`src/rtl/pc_redirect_ctrl.sv`:
```
`default_nettype none
// ============================================================================
// Module      : pc_redirect_ctrl
// Description : Program-counter sequencer between fetch and execute. Advances
//               the PC by 2 per fetch, applies resolved redirects from execute,
//               squashes wrong-path instructions for FLUSH_DEPTH cycles, and
//               handles stalls, HALT and misaligned-target errors.
// Revision    : 1.0 - initial release
// ============================================================================
module pc_redirect_ctrl #(
    parameter logic [15:0] RESET_PC    = 16'h0000,
    parameter int unsigned FLUSH_DEPTH = 2
) (
    input  logic        clk,
    input  logic        rst_n,
    input  logic        stall,
    input  logic        halt_ex,
    input  logic        redirect_valid,
    input  logic [15:0] redirect_pc,
    output logic [15:0] pc_out,
    output logic [15:0] inc_pc,
    output logic        fetch_en,
    output logic        flush,
    output logic        halted,
    output logic        err
);

    // State encodings
    localparam logic [1:0] c_ST_RUN    = 2'd0;
    localparam logic [1:0] c_ST_FLUSH  = 2'd1;
    localparam logic [1:0] c_ST_HALTED = 2'd2;
    localparam logic [1:0] c_ST_ERR    = 2'd3;

    typedef enum logic [1:0] {
        RUN    = c_ST_RUN,
        FLUSH  = c_ST_FLUSH,
        HALTED = c_ST_HALTED,
        ERR    = c_ST_ERR
    } state_t;

    localparam logic [2:0] c_FLUSH_INIT = 3'(FLUSH_DEPTH);

    state_t      r_state_q;
    state_t      w_state_d;
    logic [15:0] r_pc_q;
    logic [15:0] w_pc_d;
    logic [2:0]  r_cnt_q;
    logic [2:0]  w_cnt_d;
    logic [15:0] w_inc_pc;

    // Sequential PC increment; carry out of bit 15 is intentionally dropped
    assign w_inc_pc = r_pc_q + 16'd2;

    // Next-state, next-PC and flush-counter selection
    always_comb begin
        w_state_d = r_state_q;
        w_pc_d    = r_pc_q;
        w_cnt_d   = r_cnt_q;
        case (r_state_q)
            RUN: begin
                if (halt_ex) begin
                    // HALT wins over redirect and stall; PC freezes
                    w_state_d = HALTED;
                end else if (redirect_valid && redirect_pc[0]) begin
                    w_state_d = ERR;
                end else if (redirect_valid) begin
                    // Redirect overrides a concurrent stall
                    w_pc_d    = redirect_pc;
                    w_cnt_d   = c_FLUSH_INIT;
                    w_state_d = FLUSH;
                end else if (!stall) begin
                    w_pc_d = w_inc_pc;
                end
            end
            FLUSH: begin
                // Redirect/halt here come from squashed instructions: ignored
                if (!stall) begin
                    w_pc_d  = w_inc_pc;
                    w_cnt_d = r_cnt_q - 3'd1;
                    if (r_cnt_q == 3'd1) begin
                        w_state_d = RUN;
                    end
                end
            end
            default: begin
                // HALTED and ERR are terminal until reset
            end
        endcase
    end

    // State, PC and counter registers with synchronous active-low reset
    always_ff @(posedge clk) begin
        if (!rst_n) begin
            r_state_q <= RUN;
            r_pc_q    <= RESET_PC;
            r_cnt_q   <= 3'd0;
        end else begin
            r_state_q <= w_state_d;
            r_pc_q    <= w_pc_d;
            r_cnt_q   <= w_cnt_d;
        end
    end

    assign pc_out   = r_pc_q;
    assign inc_pc   = w_inc_pc;
    assign flush    = (r_state_q == FLUSH);
    assign halted   = (r_state_q == HALTED) || (r_state_q == ERR);
    assign err      = (r_state_q == ERR);
    assign fetch_en = ((r_state_q == RUN) || (r_state_q == FLUSH)) && !stall && rst_n;

endmodule
`default_nettype wire

```
`config.mk`:
```
export PLATFORM = sky130hd
export DESIGN_NAME = pc_redirect_ctrl
export DESIGN_NICKNAME = d
export VERILOG_FILES = /design/src/rtl/pc_redirect_ctrl.sv
export SDC_FILE = /design/constraint.sdc
export NUM_CORES = 1
export LEC_CHECK = 0
export CAP_MARGIN = 20
export CORE_AREA = 2 2 67 69
export DETAILED_ROUTE_END_ITERATION = 12
export DIE_AREA = 0 0 69 71
export GPL_TIMING_DRIVEN = 0
export MAX_ROUTING_LAYER = met4
export PLACE_DENSITY = 0.79
export SKIP_LAST_GASP = 1
export SYNTH_ARGS = -nofsm -noshare
export SYNTH_HDL_FRONTEND = slang
export SYNTH_SLANG_ARGS = --single-unit
export TNS_END_PERCENT = 50
```
`constraint.sdc`:
```
create_clock -name clk -period 1.9 [get_ports clk]
set_input_delay 0.475 -clock clk [delete_from_list [all_inputs] [get_ports clk]]
set_output_delay 0.475 -clock clk [all_outputs]
set_load 0.02 [all_outputs]
```
; After elaboration in Yosys (flattened, before gate mapping)
; Index checks and enable logic that the tools add are counted.
[word_totals]
romBits = 0
regBits = 21
inputBits = 21
n_memories = 0
ram_bits = 0
elab_cells = 42
latchBits = 0
output_inout_bits = 36
[op_classes]
bitwise_logic = 0
n_lt_le_gt_ge = 0
n_shift = 0
div = 0
mul = 0
reduce_logical = 11
n_mux = 16
n_eq_ne = 10
n_addsub = 2
[ops]
columns = cell, count
row1 = $mux W16, 4
row2 = $pmux W16 S2, 1
row3 = $add A16 B2 Y16 const B, 1
row4 = $mux W3, 4
row5 = $mux W2, 5
row6 = $ne A2 B2 Y1 const B, 4
row7 = $pmux W3 S2, 1
row8 = $reduce_and A5 Y1, 1
row9 = $eq A2 B2 Y1 const B, 2
row10 = $ne A4 B4 Y1 const B, 1
row11 = $pmux W2 S2, 1
row12 = $reduce_and A4 Y1, 1
row13 = $eq A3 B1 Y1 const B, 1
row14 = $logic_and A1 B1 Y1, 3
row15 = $reduce_and A3 Y1, 1
row16 = $sub A3 B1 Y3 const B, 1
row17 = $eq A2 B1 Y1 const B, 1
row18 = $logic_not A2 Y1, 1
row19 = $logic_or A1 B1 Y1, 2
row20 = $ne A2 B1 Y1 const B, 1
row21 = $reduce_bool A2 Y1, 1
row22 = $logic_not A1 Y1, 1

; Longest topological paths before layout
; Gate-level depths: netlist of run 1.
[logic_depth]
depth_word = 6
depth_mapped = 7
mapped_depth_nobuf = 5

; Worst setup path before layout of run 1
; OpenSTA, ideal clock, no wires.
[synth_timing]
path_type = reg-to-output
startpoint = reg r_pc_q[1] (netlist: pc_out[1])
endpoint = out inc_pc[13]
path_stages_with_launch = 5
path_buffers = 0
required_ns = 1.425
arrival_ns = 1.894
slack_ns = -0.469
cell_sequence = dfxtp_1 -> ha_1 -> nand3_1 -> or4_4 -> xnor2_1
[synth_between]
elab_chain_len = 1
[synth_rtl]
columns = element, line
row1 = "start, declared", 45  ; logic [15:0] r_pc_q;
row2 = "start signal, assigned", 99  ; r_pc_q <= w_pc_d;
row3 = $add A16 B2 Y16, 52  ; assign w_inc_pc = r_pc_q + 16'd2;
row4 = "end, declared", 21  ; output logic [15:0] inc_pc,
; No other way between the ends.

; Worst setup path after layout of run 1
[layout_timing]
startpoint = reg r_pc_q[5] (netlist: pc_out[5])
endpoint = out inc_pc[13]
; The elaborated chain is that of the path after synthesis.

==> flow_summary.toml, run 1 <==
[power]
peakVddDrop_mv = 0.3210
p_total_mw = 1.410
powerDensity_nw_per_um2 = 519.0
leakagePower_nw = 1.089

[route]
wl_per_cell_um = 16.90
via_per_inst = 6.066
drc = 0
vias = 2099
first_iter_violations = 245
ant_nets = 0
drt-pass1-iter-count = 4
drt-total-wl_um = 5849

[sta]
tightestPinTransition_ns = 0.5498
maxSlewViolCount = 0
min_period_ns = 2.275
rsz0062_at_grt = "true"
setup_slack_ns = -0.3755
setup-tns-final_ns = -1.943
clock_skew_ns = 0.003809
setup_viol = 14
period_share = 1.198
fmax_mhz = 439.5
hold_viol = 0
max_slew_margin = 0.6335
holdWs_ns = 0.4646

[synthesis]
synth_cells = 215
synthFlopType = "dfxtp_1"
synth_top_area_frac = 0.2553
synth_most_common_cell = "dfxtp_1"
synth_seq_cells = 21
yosysUniqueCellTypes = 50
synth_top_cell_by_area = "dfxtp_1"
synth_common_cells = "21 x dfxtp_1, 15 x a21oi_1, 15 x nand3_1, 13 x inv_1, 12 x xnor2_1"
syn-cell-area_sq_um = 1647
avgSynthCellArea_sq_um = 7.659
syn_nets = 239
synth_edf_count = 0
postSynth.asyncResetShare = 0
seq_area_frac_synth = 0.2553
yosys_warnings = 0
synth_area_leaders = "dfxtp_1 26%, xnor2_1 6.4%, a21oi_1 4.6%"

[worst_hold_path]
hold_path_class = "flip-flop to flip-flop"

[worst_setup_path]
startpoint_type = "flip-flop"
r2r-end = "pc_out[13]"
cpPeakStageDelay_ns = 0.57
path_class = "flip-flop to output port"
cp-end-kind = "output port"
crit_path_end = "inc_pc[13]"
r2r_cells = 5
crit_arrival_ns = 1.80
cpMaxStageDelayCell = "or4_4"
reg2reg_from = "pc_out[5]"
path_cells = "nand3_4, or4_4, xnor2_4, buf_6"
cp.required_ns = 1.42
path_max_fanout = 9
r2r_slack_ns = -0.01
cp-startpoint = "pc_out[5]"

[layout]
area_delta_synth_final_pct = 65.05
utilization = 0.6464
nFillCells = 382
fin_nets = 319
antenna_cells = 0
final-instance-count-excl-fill = 346
final_layout_size_suffix_gt1_frac = 0.3163

[global_route]
antenna_found_initial = 0
grt_pass1_vias = 1940
grt_pass1_wl_um = 9225
gr-total-overflow = 0
grt_max_degree = 13
track_usage = 0.2347

[place]
place_inst = 323
io_buffers = 56
globalplace.congestion = 0.8788
hpwl_um = 3662

[clock_tree]
clk_latency_ns = 0.27
clock_sinks = 21
cts_made_buffers = 3
postCtsHoldBufs = 0
cts_tree = "yes"
clock_path_buffers = 2
cts_htree_levels = 1
cts_root_buf = "clkbuf_8"
path_clk_slew_ns = 0.09

[floorplan]
dieArea_sq_um = 4899
start_util = 0.3917
num_rows = 24
die_y_um = 71
coreArea_sq_um = 4204
fp.dieW_um = 69
io_pins = 57

[run_status]
violations = "negative setup slack"
status = "finished, violations left"

[run]
cap_violations = 0
[metrics by stage]
| step | worst slack, ns | instance area, sq um |
|---|---|---|
| 3_5_place_dp | -0.6932 | 2392 |
| 6_report | -0.3755 | 2718 |
| 2_1_floorplan | -0.05365 | 1767 |
| 3_3_place_gp | -0.7363 | 2392 |
| 5_1_grt | -0.4272 | 2718 |
| 4_1_cts | -0.4065 | 2581 |
[final cells by class]
| type | instances | area, sq um | share of cell area |
|---|---|---|---|
| clock inverter | 1 | 5.005 | 0.001842 |
| buffer | 16 | 108.9 | 0.04006 |
| sequential | 21 | 456.7 | 0.1680 |
| clock buffer | 3 | 41.29 | 0.01519 |
| timing repair buffer | 80 | 732.0 | 0.2693 |
| tap | 52 | 65.06 | 0.02394 |
| multi-input combinational | 159 | 1250 | 0.4599 |
| inverter | 14 | 58.81 | 0.02164 |
[layout by cell type, fill, tap and decap left out, types with 4 or more instances in the layout]
master	instances
o211ai_1	7
or3_1	8
nand3_4	4
dfxtp_2	8
clkdlybuf4s50_1	39
xnor2_1	8
buf_2	6
clkbuf_1	4
buf_4	31
nor2_1	10
o21ai_0	7
nand4_1	6
nor3_1	6
o311ai_0	6
nand3_1	13
nand2_1	7
dfxtp_4	7
dfxtp_1	6
o21bai_1	6
a21oi_1	14
inv_1	12
buf_6	7
[worst max-delay path: cells and delay by family, from the launching register on]
family                 cells  cell delay, ns
AND/OR/NAND/NOR            2            0.74
flip-flops                 1            0.47
XOR/XNOR                   1            0.18
buffers and inverters      1            0.13
[routing by layer]
| metal | vias up | part of all wire | GRT usage | wire [um] |
|---|---|---|---|---|
| met5 | - | 0 | - | 0 |
| met4 | 0 | 0.024 | 0.08715 | 138 |
| met3 | 13 | 0.073 | 0.02991 | 427 |
| met2 | 103 | 0.48 | 0.3739 | 2813 |
| met1 | 1014 | 0.42 | 0.3061 | 2469 |
| li1 | 969 | - | - | - |
[report_power, final]
| group | leakage [nW] | switching (mW) | internal, mW | total (mW) |
|---|---|---|---|---|
| Sequential | 0.180 | 0.0549 | 0.478 | 0.533 |
| Combinational | 0.884 | 0.286 | 0.275 | 0.561 |
| Clock | 0.0255 | 0.169 | 0.147 | 0.316 |
[what timing repair did]
action / in CTS / in global routing
endpoints found under the hold margin: 0 / 0
pin swaps: 12 / 8
gates resized for setup: 94 / 21
cloned: 1 / 0
endpoints found under the setup margin: 32 / 22
buffers inserted: 12 / 12
[worst min-delay path by stage]
stage          slack, ns       start    endpoint  depth (start not counted)
6_report            0.46   pc_out[0]   pc_out[0]                          2
3_5_place_dp        0.45   pc_out[0]   pc_out[0]                          2
3_3_place_gp        0.44   pc_out[0]   pc_out[0]                          2
2_1_floorplan       0.45  r_cnt_q[2]  r_cnt_q[2]                          2
4_1_cts             0.47   pc_out[0]   pc_out[0]                          2
5_1_grt             0.48   pc_out[0]   pc_out[0]                          2
[sequential cells by signal, indices dropped and copies added, names as in the netlist]
| register | count |
|---|---|
| r_state_q | 2 |
| r_cnt_q | 3 |
| pc_out | 16 |
[cells by family after synthesis]
kind of cell	after synthesis	synth area share
adders and majority gates	3	0.02280
buffers and inverters	36	0.09498
and+or+nand+nor	80	0.2888
AOI/OAI and AO/OA	62	0.2690
xor gates and xnor gates	13	0.06915
DFF	21	0.2553
(Power assumes the default switching activity.)
==> inputs of run 2 (changes only) <==
- SETUP_SLACK_MARGIN: not set -> 0.3
==> run 2 against run 1 <==
The run still ends with negative setup slack left. Hold slack lost 0.0053 ns. Flip-flop and latch count unchanged. Critical endpoint unchanged. Critical path depth increased by 1. Count of clock-buffer cells in the layout did not move. Largest power group unchanged. Setup slack worse by 0.025 ns. Combinational power increased by 14%. First-iteration DRC count down 20%. Wire length grew 5.8%.
==> flow_summary.toml, run 2 (synthesized netlist as in run 1, its figures left out) <==
[layout]
layout_common_cells = "42 x buf_4, 23 x buf_6, 23 x clkdlybuf4s50_1, 14 x a21oi_1, 13 x inv_1"
final-instance-count-excl-fill = 371
final_layout_size_suffix_gt1_frac = 0.3950
antenna_cells = 0
area_delta_synth_final_pct = 84.88
largest_reg_flops = 16
fin_nets = 344
final_common_cell = "buf_4"

[power]
comb_power_share = 0.435
internal-power_mw = 0.9522
p_total_mw = 1.475
p_switching_mw = 0.5230
p_seq_frac = 0.353
power_frac_clock = 0.212
peakVddDrop_mv = 0.3112
sw_frac_of_total = 0.3545
powerDensity_nw_per_um2 = 484.6
leakagePower_nw = 1.412

[worst_setup_path]
cp-end-kind = "output port"
r2r_cells = 7
cp.required_ns = 1.42
cpPeakStageDelay_ns = 0.59
path_cells = "ha_4, nand3_4, or4_4, xnor2_4, buf_6"
cpMaxStageDelayCell = "or4_4"
startpoint_type = "flip-flop"
path_max_fanout = 5
path_class = "flip-flop to output port"
crit_arrival_ns = 1.83
r2r_slack_ns = -0.14

[clock_tree]
cts_made_buffers = 3
clk_latency_ns = 0.27
clock_sinks = 21
cts_root_buf = "clkbuf_8"
cts_htree_levels = 1
cts_tree = "yes"
clock_path_buffers = 2
path_clk_slew_ns = 0.09

[route]
wl_per_cell_um = 16.68
drt-pass1-iter-count = 4
first_iter_violations = 195
drc = 0
drt-total-wl_um = 6187
via_per_inst = 5.787
vias = 2147
ant_nets = 0

[global_route]
grt.busiest_layer = "met2"
grt_max_degree = 14
grt_pass1_vias = 1974
grt_pass1_wl_um = 9577
track_usage = 0.2431
met3_usage = 0.01567
antenna_found_initial = 0
gr-total-overflow = 0
gr-usage-met1 = 0.3107
use_met2 = 0.4145

[sta]
rsz0062_at_grt = "true"
maxSlewViolCount = 0
period_share = 1.211
setup_viol = 12
setup_slack_ns = -0.4001
fmax_mhz = 434.8
max_slew_margin = 0.6165
tightestPinTransition_ns = 0.5753
min_period_ns = 2.300
clock_skew_ns = 0.005860
hold_viol = 0

[run_status]
violations = "negative setup slack"
status = "finished, violations left"

[floorplan]
num_rows = 24
coreArea_sq_um = 4204
die_y_um = 71
fp.dieW_um = 69
io_pins = 57
start_util = 0.3917
dieArea_sq_um = 4899

[place]
globalplace.congestion = 0.8254
hpwl_um = 3610
io_buffers = 56
place_inst = 323

[worst_hold_path]
hold_path_class = "flip-flop to flip-flop"
hold_depth = 2

[run]
cap_violations = 0
## run 2: changes by cell type in the layout (fill, tap and decap cells not counted), sizes merged
cell,change
buf,+27
clkdlybuf4s50,-16
dlymetal6s2s,+10
clkbuf,+2
clkdlybuf4s15,+2
clkinv,-1
dlygate4sd2,+1
inv,+1
nand3,-1
## run 2: routing by layer
layer	wire length [um]	vias to the layer above
met5	0	-
met1	2644	1013
met2	3033	110
met3	405	14
li1	-	1010
met4	104	0
## run 2: final timing paths
kind	startpoint	to
worst min register to register	pc_out[0]	pc_out[0]
worst min-delay path	pc_out[0]	pc_out[0]
worst max-delay path	pc_out[2]	inc_pc[13]
worst max register to register	pc_out[2]	pc_out[13]
## run 2: what timing repair did
action / in CTS / in global routing
setup endpoints to repair: 57 / 51
buffers inserted: 34 / 10
pin swaps: 23 / 10
endpoints found under the hold margin: 0 / 0
hold buffers: 0 / 0
resized for setup: 137 / 22
## run 2: final cells by class
class,count,area (sq um)
Clock inverter,1,7.507
Multi-Input combinational cell,158,1291
Fill cell,300,1160
Timing Repair Buffer,100,929.6
Clock buffer,3,41.29
Inverter,14,55.05
Buffer,22,202.7
Tap cell,52,65.06
Sequential cell,21,451.7
## run 2: power groups by stage
| stage | clock network [mW] | registers [mW] | logic [mW] |
|---|---|---|---|
| global placement | 0 | 0.532 | 0.536 |
| global route | 0.332 | 0.527 | 0.680 |
| CTS | 0.315 | 0.522 | 0.619 |
| floorplan | 0 | 0.559 | 0.291 |
| detailed placement | 0 | 0.534 | 0.540 |
| finish | 0.312 | 0.521 | 0.642 |
## run 2: worst max-delay path: cells and delay by family (launching register included)
family / cells / cell delay, ns
xor+xnor: 1 / 0.18
simple gates: 2 / 0.67
fa+ha+maj: 1 / 0.17
flops: 1 / 0.40
buf+inv: 1 / 0.13
## run 2: stage by stage
stage           TNS, ns  cell area [sq um]  hold WS, ns    util  worst slack, ns
6_report         -2.366               3044       0.4593  0.7241          -0.4001
5_1_grt          -2.992               3044       0.4736  0.7241          -0.4818
4_1_cts          -2.147               2909       0.4580  0.6920          -0.3955
3_5_place_dp     -13.65               2454       0.4385  0.5836          -0.7583
3_3_place_gp     -13.62               2454       0.4430  0.5836          -0.7891
2_1_floorplan  -0.06635               1828       0.4545       -         -0.05274
==> inputs of run 3 (changes only) <==
- CORE_AREA: 2 2 67 69 -> 2 2 64 66
- DIE_AREA: 0 0 69 71 -> 0 0 66 68
- PLACE_DENSITY: 0.79 -> 0.82
- clock period: 1.9 -> 2.21 ns (I/O delays scaled with it)
==> run 3 against run 2 <==
The run still ends with negative setup slack left. Cell count decreased by 3.0%. Count of clock-buffer cells in the layout unchanged. Critical path depth increased by 1. Combinational power decreased by 16%. First-iteration DRC count increased by 43%. Clock skew about the same. Sequential share of layout area increased by 0.58 points. Register-to-register slack improved by 0.40 ns. Largest cell class unchanged. Largest power group unchanged. Highest routed layer unchanged.
==> flow_summary.toml, run 3 (synthesized netlist as in run 1, its figures left out) <==
[place]
io_buffers = 56
dp_slack_ns = -0.4523
placed_area_sq_um = 2405
globalplace.congestion = 0.8328
hpwl_um = 3640
place_inst = 321

[floorplan]
die_y_um = 68
fp.dieW_um = 66
start_util = 0.4270
num_rows = 23
coreArea_sq_um = 3856
dieArea_sq_um = 4488
io_pins = 57

[route]
vias = 2171
drc = 0
drt-total-wl_um = 6137
drt-pass1-iter-count = 5
first_iter_violations = 278
via_per_inst = 6.031
wl_per_cell_um = 17.05
ant_nets = 0

[worst_setup_path]
cp-startpoint = "pc_out[10]"
r2r-end = "pc_out[13]"
cpPeakStageDelay_ns = 0.58
cpMaxStageDelayCell = "or4_4"
path_max_fanout = 3
startpoint_type = "flip-flop"
cp.depth = 6
reg2reg_from = "pc_out[10]"
cp.required_ns = 1.66
critPathTopFamily = "simple AND/OR/NAND/NOR gates"
crit_path_end = "inc_pc[13]"
r2r_slack_ns = 0.26
path_class = "flip-flop to output port"
path_cells = "clkbuf_8, nand4_1, buf_6, or4_4, xnor2_4, buf_6"
r2r_cells = 7
crit_arrival_ns = 1.83
crit_buf_inv = 3
cp-end-kind = "output port"
cp_common_cell = "buf_6"

[layout]
fin_nets = 335
area_delta_synth_final_pct = 78.95
final_layout_size_suffix_gt1_frac = 0.3613
final-instance-count-excl-fill = 360
fin_area_sq_um = 2947
antenna_cells = 0
utilization = 0.7641
largest_reg_flops = 16
layout_common_cells = "38 x buf_4, 34 x clkdlybuf4s50_1, 19 x buf_6, 14 x a21oi_1, 13 x inv_1"
final_common_cell = "buf_4"

[clock_tree]
cts_root_buf = "clkbuf_8"
clk_latency_ns = 0.27
cts_made_buffers = 3
path_clk_slew_ns = 0.09
cts_tree = "yes"
cts_htree_levels = 1
clock_sinks = 21
clock_path_buffers = 2

[worst_hold_path]
hold_path_class = "flip-flop to flip-flop"
hold_depth = 2

[global_route]
gr-total-overflow = 0
grt_max_degree = 13
grt_pass1_vias = 1951
grt_pass1_wl_um = 9121
track_usage = 0.2682
antenna_found_initial = 0

[sta]
min_period_ns = 2.381
setup_slack_ns = -0.1712
setup_viol = 4
tightestPinTransition_ns = 0.5656
max_slew_margin = 0.6229
fmax_mhz = 419.9
hold_viol = 0
maxSlewViolCount = 0
clock_skew_ns = 0.005727
period_share = 1.077
rsz0062_at_grt = "true"

[power]
sw_frac_of_total = 0.3559
powerDensity_nw_per_um2 = 426.0
p_seq_frac = 0.356
p_switching_mw = 0.4467
leakagePower_nw = 1.279
comb_power_share = 0.428
power_frac_clock = 0.216
internal-power_mw = 0.8087
peakVddDrop_mv = 0.2597

[run]
cap_violations = 0

[run_status]
status = "finished, violations left"
violations = "negative setup slack"
-- run 3: changes by cell type in the layout (fill, tap and decap cells not counted), sizes merged --
cell           previous run  this run
buf                      72        63
clkbuf                   12        10
clkdlybuf4s15             3         1
clkdlybuf4s50            23        34
clkinv                    0         1
clkinvlp                  1         0
dlygate4sd2               3         2
dlymetal6s2s             12         6
-- run 3: tightest hold or removal path, delay by kind of cell (launching register included) --
kind	cells	cell delay [ns]
compound gates	1	0.03
flops	1	0.34
simple gates	1	0.06
-- run 3: timing repair --
| item | 4_1_cts | 5_1_grt |
|---|---|---|
| resized for setup | 114 | 28 |
| setup endpoints to repair | 33 | 34 |
| gates cloned | 0 | 0 |
| hold buffers | 0 | 0 |
| pin swaps | 17 | 15 |
| setup buffers | 20 | 15 |
-- run 3: how the worst min path moves through the flow --
stage | from | endpoint | slack [ns]
global route | pc_out[0] | pc_out[0] | 0.50
global placement | pc_out[0] | pc_out[0] | 0.44
finish | pc_out[0] | pc_out[0] | 0.47
detailed placement | pc_out[0] | pc_out[0] | 0.44
floorplan | r_cnt_q[2] | r_cnt_q[2] | 0.45
CTS | pc_out[0] | pc_out[0] | 0.47
-- run 3: stage by stage --
stage	TNS, ns	hold WS [ns]	power (mW)
5_1_grt	-0.6021	0.4988	1.318
6_report	-0.2529	0.4650	1.255
2_1_floorplan	0	0.4545	0.7219
4_1_cts	-0.4021	0.4712	1.217
3_3_place_gp	-6.146	0.4435	0.9051
3_5_place_dp	-6.125	0.4434	0.9099
-- run 3: cell type report --
cell class / instances / area [sq um]
buffer: 22 / 180.2
clock buffer: 3 / 41.29
clock inverter: 1 / 5.005
fill: 271 / 909.6
inverter: 14 / 55.05
multi-input combinational: 158 / 1279
sequential: 21 / 454.2
tap: 50 / 62.56
timing repair buffer: 91 / 869.6
-- run 3: layer usage --
| layer | global-route usage | part of all wire | up-vias |
|---|---|---|---|
| li1 | - | - | 998 |
| met1 | 0.3380 | 0.39 | 1007 |
| met2 | 0.4634 | 0.49 | 146 |
| met3 | 0.02138 | 0.088 | 20 |
| met4 | 0.07908 | 0.030 | 0 |
| met5 | - | 0 | - |
-- run 3: power by group through the flow --
stage / Clock [mW] / Combinational [mW] / Sequential, mW
finish: 0.271 / 0.537 / 0.447
global route: 0.293 / 0.572 / 0.453
CTS: 0.272 / 0.499 / 0.446
detailed placement: 0 / 0.453 / 0.457
global placement: 0 / 0.449 / 0.456
floorplan: 0 / 0.241 / 0.481
